`src/rtl/fsm_stim_gen.sv`:
```
// ============================================================================
// Module   : fsm_stim_gen
// Function : Pattern-buffer symbol transmitter for the sequence-detector fsm
//            q1/q2 inputs, with repeat playback and a saturating tally of
//            cycles where the fsm reports count == 2'b11.
//            Optional macro FSM_GEN_ABORT_EN adds an abort input.
// Revision : 1.0 - initial release
// ============================================================================
`default_nettype none

module fsm_stim_gen #(
    parameter int DEPTH = 8,
    parameter int REP_W = 8,
    parameter int HIT_W = 16
) (
    input  logic             clk,
    input  logic             reset,
    input  logic             wr_valid,
    input  logic [1:0]       wr_sym,
    output logic             wr_ready,
    input  logic             clear,
    input  logic             start,
    input  logic [REP_W-1:0] rep_cnt,
    input  logic [1:0]       count,
`ifdef FSM_GEN_ABORT_EN
    input  logic             abort,
`endif
    output logic             q1,
    output logic             q2,
    output logic             busy,
    output logic             done,
    output logic [HIT_W-1:0] hit_cnt
);

    localparam int c_IDX_W = $clog2(DEPTH);
    localparam int c_PTR_W = c_IDX_W + 1;
    localparam logic [c_PTR_W-1:0] c_DEPTH = c_PTR_W'(DEPTH);
    localparam logic [c_PTR_W-1:0] c_ONE   = c_PTR_W'(1);

    localparam logic [1:0] S_IDLE = 2'd0;
    localparam logic [1:0] S_PLAY = 2'd1;
    localparam logic [1:0] S_DONE = 2'd2;

    logic [1:0]         r_state;
    logic [1:0]         w_state_nxt;
    logic [1:0]         r_buf [DEPTH];
    logic [c_PTR_W-1:0] r_wr_ptr;
    logic [c_IDX_W-1:0] r_cur;
    logic [c_IDX_W-1:0] w_cur_inc;
    logic [REP_W-1:0]   r_passes;
    logic [1:0]         r_sym;
    logic               r_busy;
    logic               r_done;
    logic [HIT_W-1:0]   r_hit;
    logic               w_wr_ready;
    logic               w_wr_en;
    logic               w_go;
    logic               w_last;
    logic               w_abort;

`ifdef FSM_GEN_ABORT_EN
    assign w_abort = abort;
`else
    assign w_abort = 1'b0;
`endif

    assign w_cur_inc = r_cur + 1'b1;
    assign w_wr_en   = wr_valid && w_wr_ready;

    // r_cur indexes the symbol currently presented on q1/q2
    always_comb begin
        w_state_nxt = r_state;
        w_wr_ready  = 1'b0;
        w_go        = 1'b0;
        w_last      = ({1'b0, r_cur} == (r_wr_ptr - c_ONE));
        case (r_state)
            S_IDLE: begin
                w_wr_ready = (r_wr_ptr < c_DEPTH) && !start && !clear;
                if (start && !clear && (r_wr_ptr != '0)) begin
                    w_go        = 1'b1;
                    w_state_nxt = S_PLAY;
                end
            end
            S_PLAY: begin
                if (w_abort || (w_last && (r_passes == '0))) begin
                    w_state_nxt = S_DONE;
                end
            end
            S_DONE:  w_state_nxt = S_IDLE;
            default: w_state_nxt = S_IDLE;
        endcase
    end

    always_ff @(posedge clk) begin
        if (!reset && w_wr_en) begin
            r_buf[r_wr_ptr[c_IDX_W-1:0]] <= wr_sym;
        end
    end

    always_ff @(posedge clk) begin
        if (reset) begin
            r_state  <= S_IDLE;
            r_wr_ptr <= '0;
            r_cur    <= '0;
            r_passes <= '0;
            r_sym    <= 2'b00;
            r_busy   <= 1'b0;
            r_done   <= 1'b0;
            r_hit    <= '0;
        end else begin
            r_state <= w_state_nxt;
            r_done  <= 1'b0;
            if (r_busy && (count == 2'b11) && (r_hit != '1)) begin
                r_hit <= r_hit + 1'b1;
            end
            case (r_state)
                S_IDLE: begin
                    if (clear) begin
                        r_wr_ptr <= '0;
                    end else if (w_wr_en) begin
                        r_wr_ptr <= r_wr_ptr + c_ONE;
                    end
                    if (w_go) begin
                        r_sym    <= r_buf[0];
                        r_busy   <= 1'b1;
                        r_cur    <= '0;
                        r_passes <= rep_cnt;
                        r_hit    <= '0;
                    end
                end
                S_PLAY: begin
                    if (w_state_nxt == S_DONE) begin
                        r_sym  <= 2'b00;
                        r_busy <= 1'b0;
                        r_done <= 1'b1;
                    end else if (w_last) begin
                        r_cur    <= '0;
                        r_sym    <= r_buf[0];
                        r_passes <= r_passes - 1'b1;
                    end else begin
                        r_cur <= w_cur_inc;
                        r_sym <= r_buf[w_cur_inc];
                    end
                end
                default: ;
            endcase
        end
    end

    assign wr_ready = w_wr_ready;
    assign q1       = r_sym[1];
    assign q2       = r_sym[0];
    assign busy     = r_busy;
    assign done     = r_done;
    assign hit_cnt  = r_hit;

endmodule

`default_nettype wire

```
`config.mk`:
```
export PLATFORM = sky130hd
export DESIGN_NAME = fsm_stim_gen
export DESIGN_NICKNAME = d
export VERILOG_FILES = /design/src/rtl/fsm_stim_gen.sv
export SDC_FILE = /design/constraint.sdc
export NUM_CORES = 1
export LEC_CHECK = 0
export ABC_AREA = 0
export BUFFER_PORTS_ARGS = -buffer_cell sky130_fd_sc_hd__clkbuf_2
export CAP_MARGIN = 20
export CORE_MARGIN = 3
export CORE_UTILIZATION = 51
export DETAILED_ROUTE_END_ITERATION = 10
export PLACE_DENSITY = 0.71
export SLEW_MARGIN = 20
export SYNTH_ARGS = -nofsm -noshare
export SYNTH_HDL_FRONTEND = slang
export SYNTH_SLANG_ARGS = --single-unit
export TNS_END_PERCENT = 30
```
`constraint.sdc`:
```
create_clock -name clk -period 3.15 [get_ports clk]
set_clock_uncertainty 0.15 [all_clocks]
set_input_delay 0 -clock clk [delete_from_list [all_inputs] [get_ports clk]]
set_output_delay 0 -clock clk [all_outputs]
set_load 0.02 [all_outputs]
```
==> results of run 1 <==
metal layers:
layer	up-vias	global-route usage [%]	share of wire (%)
met2	48	31.43	48
met1	971	23.50	46
met4	0	8.185	1.7
met5	-	0	0
li1	1055	-	-
met3	6	4.577	4.2
synth_stat cells (3+ instances only):
cell type	count
nand2_1	21
nand3_1	16
o32ai_1	3
xor2_1	12
nand2b_1	4
o21ai_0	6
nor2b_1	3
ha_1	6
nor3_1	10
nand3b_1	3
nor4_1	3
and3_1	5
edfxtp_1	16
inv_1	8
clkbuf_1	9
nor2_1	35
mux4_2	4
xnor2_1	7
dfxtp_1	37
mux2i_1	6
a21oi_1	9
nand4_1	4
where the power goes:
group          leakage (nW)  internal [W]  switching (W)   total, W
Sequential            0.442      0.000705     0.00000422   0.000709
Clock                0.0423      0.000162       0.000234   0.000396
Combinational         0.710     0.0000361      0.0000402  0.0000764
Total                  1.19      0.000903       0.000278    0.00118
cells by family after synthesis:
group	after synthesis	synth area share [%]
simple gates	119	23.73
flops	53	47.08
compound gates	39	10.81
xor+xnor	19	6.416
buf+inv	19	2.846
mux	11	6.223
fa+ha+maj	6	2.894
through the flow:
| step | setup slack, ns | hold WS (ns) |
|---|---|---|
| finish | 0.5745 | 0.01368 |
| global route | 0.3223 | 0.05512 |
| CTS | 0.5677 | 0.002128 |
| detailed placement | 0.6294 | 0.1047 |
| global placement | 0.8007 | 0.09991 |
| floorplan | 0.5870 | -0.05567 |
final cells by class:
cell class                      count  area share, %
Timing Repair Buffer               51          10.50
Clock inverter                      3         0.8617
Clock buffer                        5          2.257
Sequential cell                    53          40.05
Inverter                            8         0.9848
Tap cell                           67          2.749
Multi-Input combinational cell    194          42.59
sequential cells by signal, indices dropped and copies added, names as in the netlist:
signal / flops
busy: 1
done: 1
r_sym: 2
r_state: 2
r_passes: 8
r_cur: 3
hit_cnt: 16
r_buf: 16
r_wr_ptr: 4
critical path: stages, from the launching register on:
cell	delay, ns
dfxtp_1	0.47
inv_1	0.11
ha_1	0.24
xnor2_1	0.15
and3b_1	0.19
o311ai_0	0.58
nor3_1	0.16
a311oi_1	0.30
o21a_1	0.17
timing repair:
item | CTS | global route
hold buffers | 12 | 0
hold endpoints to repair | 28 | 0
setup buffers | 0 | 0
worst min path at each step:
stage / start / end / slack (ns)
global placement: clear / r_wr_ptr[2]$_SDFFE_PP0P_ / 0.1
detailed placement: clear / r_wr_ptr[3]$_SDFFE_PP0P_ / 0.10
global route: reset / r_passes[0]$_SDFFE_PP0P_ / 0.06
finish: reset / r_wr_ptr[0]$_SDFFE_PP0P_ / 0.01
floorplan: clear / wr_ready / -0.06
CTS: reset / r_wr_ptr[1]$_SDFFE_PP0P_ / 0.002
cell usage in the layout (no fill, tap or decap), types with 7 or more instances in the layout:
| master | n |
|---|---|
| dfxtp_1 | 37 |
| clkbuf_2 | 37 |
| nor2_1 | 35 |
| nand2_1 | 21 |
| nand3_1 | 16 |
| edfxtp_1 | 16 |
| xor2_1 | 12 |
| dlygate4sd3_1 | 12 |
| nor3_1 | 10 |
| a21oi_1 | 9 |
| inv_1 | 8 |
| xnor2_1 | 7 |
==> results.yml, run 1 <==
clock_tree:
  numCtsBuffers: 5
  post_cts_resized: 0
  cts_root_buf: "clkbuf_8"
  htree_levels: 2
  cts_buffer_depth: 2
  clock-sinks: 53
  path_clk_slew_ns: 0.10
  cts_tree: "yes"
  clkLatencyLatePin_ns: 0.31
timing:
  finalSetupViolCount: 0
  fin_tns_setup_ns: 0
  finalMaxSlewViolations: 0
  fmax_ghz: 0.3883
  worstMarginPinSlew_ns: 0.6667
  rsz0062_at_grt: "no"
  finalCritPeriodShare_pct: 81.76
  period_needed_ns: 2.575
  slew_headroom_pct: 55.55
  final-hold-violation-count: 0
pwr:
  vdd_ir_drop_max_v: 0.0002693
  p_per_area_mw_per_mm2: 387.4
  leakage_nw: 1.195
  total_power_w: 0.001181
synth:
  yosys.area.top_type_share_pct: 28.56
  synthTopCellsByArea: "dfxtp_1, edfxtp_1, nor2_1"
  synth_flop_cell: "dfxtp_1"
  synth-seq-cells: 53
  syn_area_per_cell_um2: 9.751
  yosysSeqAreaShare_pct: 47.08
  syn-num-nets: 289
  syn_area_mm2: 0.002594
  synth_cell_types: 52
  synthArstFlopShare_pct: 0
  synth_edf_count: 16
  synthCells: 266
  ys_warn_count: 0
  synth_top_area_cell: "dfxtp_1"
setup_path:
  critPathMaxFanout: 7
  path_class: "flop to flop"
  endpoint_kind: "flop"
  worstSetupStartpoint: "r_wr_ptr[0]$_SDFFE_PP0P_"
  crit_arrival_ns: 2.69
  ff2ff_setup_slack_ns: 0.57
  r2r-end: "r_passes[2]$_SDFFE_PP0P_"
  crit_end: "r_passes[2]$_SDFFE_PP0P_"
  r2r_start: "r_wr_ptr[0]$_SDFFE_PP0P_"
  cp-start-kind: "flop"
  reg2regPathDepth: 8
  cp_data_required_time_ns: 3.26
final_layout:
  final_core_util_pct: 63.30
  drive_gt1_share_pct: 18.79
  fin_nets: 336
  n_fill_cell: 418
  diodes: 0
  final_cell_count_no_fill: 381
  syn2layout_area_growth_pct: 17.56
  fin_area_mm2: 0.003049
  sequential_cell_area_mm2: 0.001221
  multi_input_area_mm2: 0.001299
floorplanning:
  die_h_um: 77.32
  fp.coreArea_mm2: 0.004817
  ios: 38
  dieArea_mm2: 0.005978
  start_util_pct: 53.84
  die_x_um: 77.32
  rows: 25
global_route:
  grt_first_pass_wirelength_mm: 9.080
  grt-ovfl-total: 0
  grt_use_total_pct: 18.99
  grt_pass1_vias: 2004
  antenna_found_initial: 0
  grt_max_degree: 24
drt:
  routed_wl_mm: 5.176
  drc: 0
  vias: 2080
  routed_via_density: 5.459
  drt.antenna.violating_nets: 0
  first_pass_iters: 4
  dr.first_iter.drc_count: 111
  post_drt_wl_per_cell_um: 13.59
placement:
  io_buffers: 37
  placed_cell_area_mm2: 0.002834
  dp_cells: 361
  gp_congestion: 0.7834
  hpwlAfterDp_mm: 3.751
worst_hold_path:
  worstHoldPathCells: 2
  hold_path.class: "input pin to flop"
outcome:
  outcome: "finished, final reports clean"
run:
  cap_violations: 0
(Power assumes the default switching activity.)
==> inputs of run 2 (changes only) <==
--- a/config.mk
+++ b/config.mk
@@ -5,13 +5,13 @@
 export SDC_FILE = /design/constraint.sdc
 export NUM_CORES = 1
 export LEC_CHECK = 0
-export ABC_AREA = 0
+export ABC_AREA = 1
 export BUFFER_PORTS_ARGS = -buffer_cell sky130_fd_sc_hd__clkbuf_2
 export CAP_MARGIN = 20
 export CORE_MARGIN = 3
 export CORE_UTILIZATION = 51
 export DETAILED_ROUTE_END_ITERATION = 10
-export PLACE_DENSITY = 0.71
+export PLACE_DENSITY = 0.73
 export SLEW_MARGIN = 20
 export SYNTH_ARGS = -nofsm -noshare
 export SYNTH_HDL_FRONTEND = slang
==> constraint.sdc (replaced) <==
create_clock -name clk -period 2.1 [get_ports clk]
set_clock_uncertainty 0.15 [all_clocks]
set_input_delay 0 -clock clk [delete_from_list [all_inputs] [get_ports clk]]
set_output_delay 0 -clock clk [all_outputs]
set_load 0.02 [all_outputs]
==> results.yml, run 2 <==
setup_path:
  cp_top_family: "simple AND/OR/NAND/NOR gates"
  cp_slowest_stage_delay_ns: 0.36
  critPathMaxFanout: 16
  cp_data_required_time_ns: 2.16
  cp-start-kind: "flop"
  endpoint_kind: "flop"
  slowest_stage: "dfxtp_2"
  crit_chain: "inv_1 > ha_1 > nand2_1 > inv_1 > nor2_1 > nand2_1 > nor2_4 > nand4_4 > a21oi_1 > nor2_1"
  crit_buf_inv: 2
  crit_arrival_ns: 1.98
  path_class: "flop to flop"
placement:
  place_ws_ns: 0.1134
  io_buffers: 37
  gp_congestion: 0.8451
  hpwlAfterDp_mm: 5.022
drt:
  routed_wl_mm: 6.722
  dr.first_iter.drc_count: 183
  drt.antenna.violating_nets: 0
  post_drt_wl_per_cell_um: 12.22
  routed_via_density: 5.165
  drc: 0
  vias: 2841
  first_pass_iters: 4
clock_tree:
  numCtsBuffers: 5
  cts_root_buf: "clkbuf_8"
  cts_buffer_depth: 2
  clkLatencyLatePin_ns: 0.31
  cts_tree: "yes"
  htree_levels: 2
  clock-sinks: 53
  path_clk_slew_ns: 0.10
  cts_setup_buffers: 0
synth:
  yosys.area.top_type_share_pct: 24.83
  synth_top_area_cell: "dfxtp_1"
  synthTopCellsByCount: "nand2_1, nand3_1, nor2_1"
  synthTopCellsByArea: "dfxtp_1, edfxtp_1, nand2_1"
  ys_warn_count: 0
  synthCells: 420
  synth_top_family_by_area: "simple AND/OR/NAND/NOR gates"
  synth_cell_types: 28
  muxShareOfSynthArea_pct: 0
  synthArstFlopShare_pct: 0
  synthAdderAreaFrac_pct: 2.517
  synth_compound_area_share_pct: 8.683
  synth.most_common_cell: "nand2_1"
  synth_flop_cell: "dfxtp_1"
  synthXorXnorAreaFrac_pct: 3.230
  syn_area_per_cell_um2: 7.102
  syn-num-nets: 443
  synth-seq-cells: 53
  yosysSeqAreaShare_pct: 40.94
  synthSimpleGateAreaFrac_pct: 35.95
  syn_area_mm2: 0.002983
  synth_edf_count: 16
final_layout:
  layout_commonest_cell: "nand2_1"
  most-common-layout-cells: "nand2_1, nand3_1, nor2_1, inv_1, clkbuf_2"
  diodes: 0
  final_core_util_pct: 62.67
  fin_nets: 500
  n_fill_cell: 547
  drive_gt1_share_pct: 14.64
  syn2layout_area_growth_pct: 17.11
timing:
  period_needed_ns: 1.925
  whs_ns: 0.09107
  finalMaxSlewViolations: 0
  fin_tns_setup_ns: 0
  fin_ws_ns: 0.1755
  finalCritPeriodShare_pct: 91.64
  slew_headroom_pct: 72.38
  worstMarginPinSlew_ns: 0.4138
  rsz0062_at_grt: "no"
  finalSetupViolCount: 0
  fmax_ghz: 0.5196
  final-hold-violation-count: 0
pwr:
  leakage_nw: 1.574
  vdd_ir_drop_max_v: 0.0002631
  p_per_area_mw_per_mm2: 537.7
  total_power_w: 0.001879
worst_hold_path:
  hold_path.class: "input pin to flop"
global_route:
  grt_max_degree: 25
  use_met2_pct: 35.18
  grt_busiest_layer: "met2"
  grt_first_pass_wirelength_mm: 11.39
  use_met1_pct: 29.42
  grt-ovfl-total: 0
  antenna_found_initial: 0
  grt_pass1_vias: 2484
  grt_use_total_pct: 21.49
  grt_use_met3_pct: 3.688
floorplanning:
  fp.coreArea_mm2: 0.005574
  start_util_pct: 53.51
  die_x_um: 82.48
  die_h_um: 82.48
  dieArea_mm2: 0.006802
  rows: 27
  ios: 38
run:
  cap_violations: 0
outcome:
  outcome: "finished, final reports clean"
run 2: final timing paths:
path	to	cells past startpoint	slack, ns	start
setup / recovery	r_passes[3]$_SDFFE_PP0P_	10	0.18	r_wr_ptr[0]$_SDFFE_PP0P_
hold reg to reg	busy$_SDFFE_PP0P_	2	0.36	busy$_SDFFE_PP0P_
hold / removal	hit_cnt[1]$_SDFF_PP0_	6	0.09	count[0]
setup reg to reg	r_passes[3]$_SDFFE_PP0P_	10	0.18	r_wr_ptr[0]$_SDFFE_PP0P_
run 2: worst reg2reg max path, stage by stage (launching register included):
cell and delay (ns):
dfxtp_2 0.36, inv_1 0.05, ha_1 0.31, nand2_1 0.07, inv_1 0.03, nor2_1 0.07, nand2_1 0.10, nor2_4 0.16
nand4_4 0.23, a21oi_1 0.22, nor2_1 0.06
run 2: per-stage QoR:
step / area (um^2) / cells
2_1_floorplan: 2983 / 420
5_1_grt: 3493 / 550
4_1_cts: 3491 / 550
3_3_place_gp: 3257 / 528
3_5_place_dp: 3257 / 528
6_report: 3493 / 550
run 2: power by group:
group	switching, W	leakage (nW)	internal, W
clock network	0.000358	0.0447	0.000241
logic	0.000123	1.09	0.0000818
registers	0.00000953	0.443	0.00106
run 2: what timing repair did:
| item | 4_1_cts | 5_1_grt |
|---|---|---|
| resized for setup | 0 | 2 |
| endpoints found under the hold margin | 34 | 0 |
| setup endpoints to repair | 0 | 14 |
| hold buffers | 14 | 0 |
run 2: cell families after synthesis:
group / count (synthesis)
compound gates: 47
xor+xnor: 11
fa+ha+maj: 6
buf+inv: 57
flops: 53
simple gates: 246
run 2: layout make-up:
class	count	area (um^2)	share of cell area (%)
multi-input cells	310	1503	43.02
flip-flops and latches	53	1224	35.03
repair buffers	63	415.4	11.89
inverters	44	167.7	4.799
well taps	72	90.09	2.579
clock buffers	5	68.82	1.970
clock inverters	3	25.02	0.7163
run 2: per-layer routing:
metal	vias to the layer above	share of wire, %
met5	-	0
met2	58	46
li1	1475	-
met4	0	0.76
met3	6	5.1
met1	1302	48
==> inputs of run 3 (changes only) <==
--- a/config.mk
+++ b/config.mk
@@ -7,11 +7,10 @@
 export LEC_CHECK = 0
 export ABC_AREA = 1
 export BUFFER_PORTS_ARGS = -buffer_cell sky130_fd_sc_hd__clkbuf_2
-export CAP_MARGIN = 20
 export CORE_MARGIN = 3
-export CORE_UTILIZATION = 51
+export CORE_UTILIZATION = 25
 export DETAILED_ROUTE_END_ITERATION = 10
-export PLACE_DENSITY = 0.73
+export PLACE_DENSITY = 0.41
 export SLEW_MARGIN = 20
 export SYNTH_ARGS = -nofsm -noshare
 export SYNTH_HDL_FRONTEND = slang
==> results.yml, run 3 (same netlist as run 2, synthesis figures left out) <==
final_layout:
  diodes: 0
  most-common-layout-cells: "nand2_1, nand3_1, nor2_1, inv_1, clkbuf_2"
  drive_gt1_share_pct: 16.80
  fin_nets: 504
  sequential_cell_area_mm2: 0.001222
  multi_input_area_mm2: 0.001554
  n_fill_cell: 1252
  layout_commonest_cell: "nand2_1"
  syn2layout_area_growth_pct: 24.12
floorplanning:
  start_util_pct: 25.90
  fp.coreArea_mm2: 0.01152
  ios: 38
  die_h_um: 115.2
  rows: 39
  die_x_um: 115.2
  dieArea_mm2: 0.01328
setup_path:
  worstSetupStartpoint: "r_wr_ptr[0]$_SDFFE_PP0P_"
  cp_slowest_stage_delay_ns: 0.35
  slowest_stage: "dfxtp_2"
  crit_top_cell: "inv_1"
  critPathMaxFanout: 8
  r2r_start: "r_wr_ptr[0]$_SDFFE_PP0P_"
  cp_data_required_time_ns: 2.14
  crit_arrival_ns: 1.99
  ff2ff_setup_slack_ns: 0.15
  crit_chain: "inv_1 > ha_1 > nand2_1 > inv_1 > nor2_2 > nand2_2 > nor2_4 > buf_4 > nand4_4 > a21oi_1 > nor2_1"
  path_class: "flop to flop"
  cp-start-kind: "flop"
  endpoint_kind: "flop"
outcome:
  outcome: "finished, violations left"
  violations: "negative hold slack"
timing:
  final-hold-violation-count: 1
  finalSetupViolCount: 0
  rsz0062_at_grt: "yes"
  fin_tns_setup_ns: 0
  fmax_ghz: 0.5119
  finalCritPeriodShare_pct: 93.03
  whs_ns: -0.01350
  slew_headroom_pct: 71.16
  worstMarginPinSlew_ns: 0.4322
  finalMaxSlewViolations: 0
  period_needed_ns: 1.954
global_route:
  grt_first_pass_wirelength_mm: 13.23
  grt_use_total_pct: 12.33
  grt_pass1_vias: 2678
  antenna_found_initial: 0
  grt_max_degree: 25
  grt-ovfl-total: 0
clock_tree:
  htree_levels: 2
  cts_root_buf: "clkbuf_16"
  cts_tree: "yes"
  path_clk_slew_ns: 0.07
  cts_buffer_depth: 2
  clkLatencyLatePin_ns: 0.29
  clock-sinks: 53
  numCtsBuffers: 5
drt:
  vias: 2809
  post_drt_wl_per_cell_um: 12.41
  drc: 0
  first_pass_iters: 4
  routed_wl_mm: 7.757
  drt.antenna.violating_nets: 0
  routed_via_density: 4.494
  dr.first_iter.drc_count: 164
worst_hold_path:
  hp-start: "wr_valid"
  hold_path.class: "input pin to flop"
placement:
  io_buffers: 37
  hpwlAfterDp_mm: 5.733
  gp_congestion: 0.7855
run:
  cap_violations: 0
pwr:
  vdd_ir_drop_max_v: 0.0002277
  leakage_nw: 1.653
  p_per_area_mw_per_mm2: 574.7
-- run 3: cell types whose count changed in the layout (fill, tap and decap cells not counted), moves of 2 or more --
cell,delta
a21oi_1,-2
buf_4,+5
clkbuf_16,+5
nand3_1,-2
nor2_1,-2
clkbuf_1,+2
dlygate4sd3_1,-2
a21oi_2,+2
clkbuf_8,-4
nand3_2,+2
nor2_2,+2
-- run 3: critical path: cells and delay by family, from the launching register on --
| family | cells | cell delay [ns] |
|---|---|---|
| buffers and inverters | 3 | 0.25 |
| AOI/OAI and AO/OA | 1 | 0.18 |
| and+or+nand+nor | 6 | 0.60 |
| DFF | 1 | 0.35 |
| adders and majority gates | 1 | 0.31 |
-- run 3: stage by stage --
stage | utilization, % | total power, W | worst slack [ns] | instance area (um^2) | cells
5_1_grt | 32.15 | 0.002228 | 0.005797 | 3702 | 625
3_3_place_gp | 29.25 | 0.001285 | 0.1069 | 3368 | 602
3_5_place_dp | 29.25 | 0.001286 | 0.05815 | 3368 | 602
6_report | 32.15 | 0.002128 | 0.1465 | 3702 | 625
4_1_cts | 31.56 | 0.002153 | 0.05269 | 3635 | 622
2_1_floorplan | - | 0.001220 | 0.1188 | 2983 | 420
-- run 3: path summary, 6_finish.rpt --
kind                                    to  cells past startpoint
setup / recovery  r_passes[3]$_SDFFE_PP0P_                     11
hold / removal    r_wr_ptr[0]$_SDFFE_PP0P_                      4
setup reg to reg  r_passes[3]$_SDFFE_PP0P_                     11
hold reg to reg          busy$_SDFFE_PP0P_                      2
-- run 3: where the power goes --
group	internal [W]	total, W	switching, W	leakage [nW]
registers	0.00106	0.00107	0.00000941	0.443
clock network	0.000477	0.000843	0.000366	0.0712
logic	0.0000800	0.000210	0.000130	1.14
-- run 3: layout make-up --
class                   instances  share of cell area, %
clock buffers                   8                  3.954
inverters                      44                  4.529
multi-input cells             311                  41.97
flip-flops and latches         53                  33.02
well taps                     143                  4.833
repair buffers                 66                  11.69
-- run 3: what timing repair did --
| item | in CTS | in global routing |
|---|---|---|
| gates resized for setup | 0 | 10 |
| buffers inserted | 0 | 2 |
| endpoints found under the hold margin | 33 | 0 |
| endpoints found under the setup margin | 0 | 22 |
| hold buffers | 12 | 0 |
-- run 3: layer usage --
layer | track usage, % | vias up | wire, um
met5 | 0 | - | 0
met4 | 2.817 | 0 | 54
met3 | 2.368 | 5 | 263
met2 | 19.98 | 44 | 3633
met1 | 17.01 | 1268 | 3805
li1 | - | 1492 | -
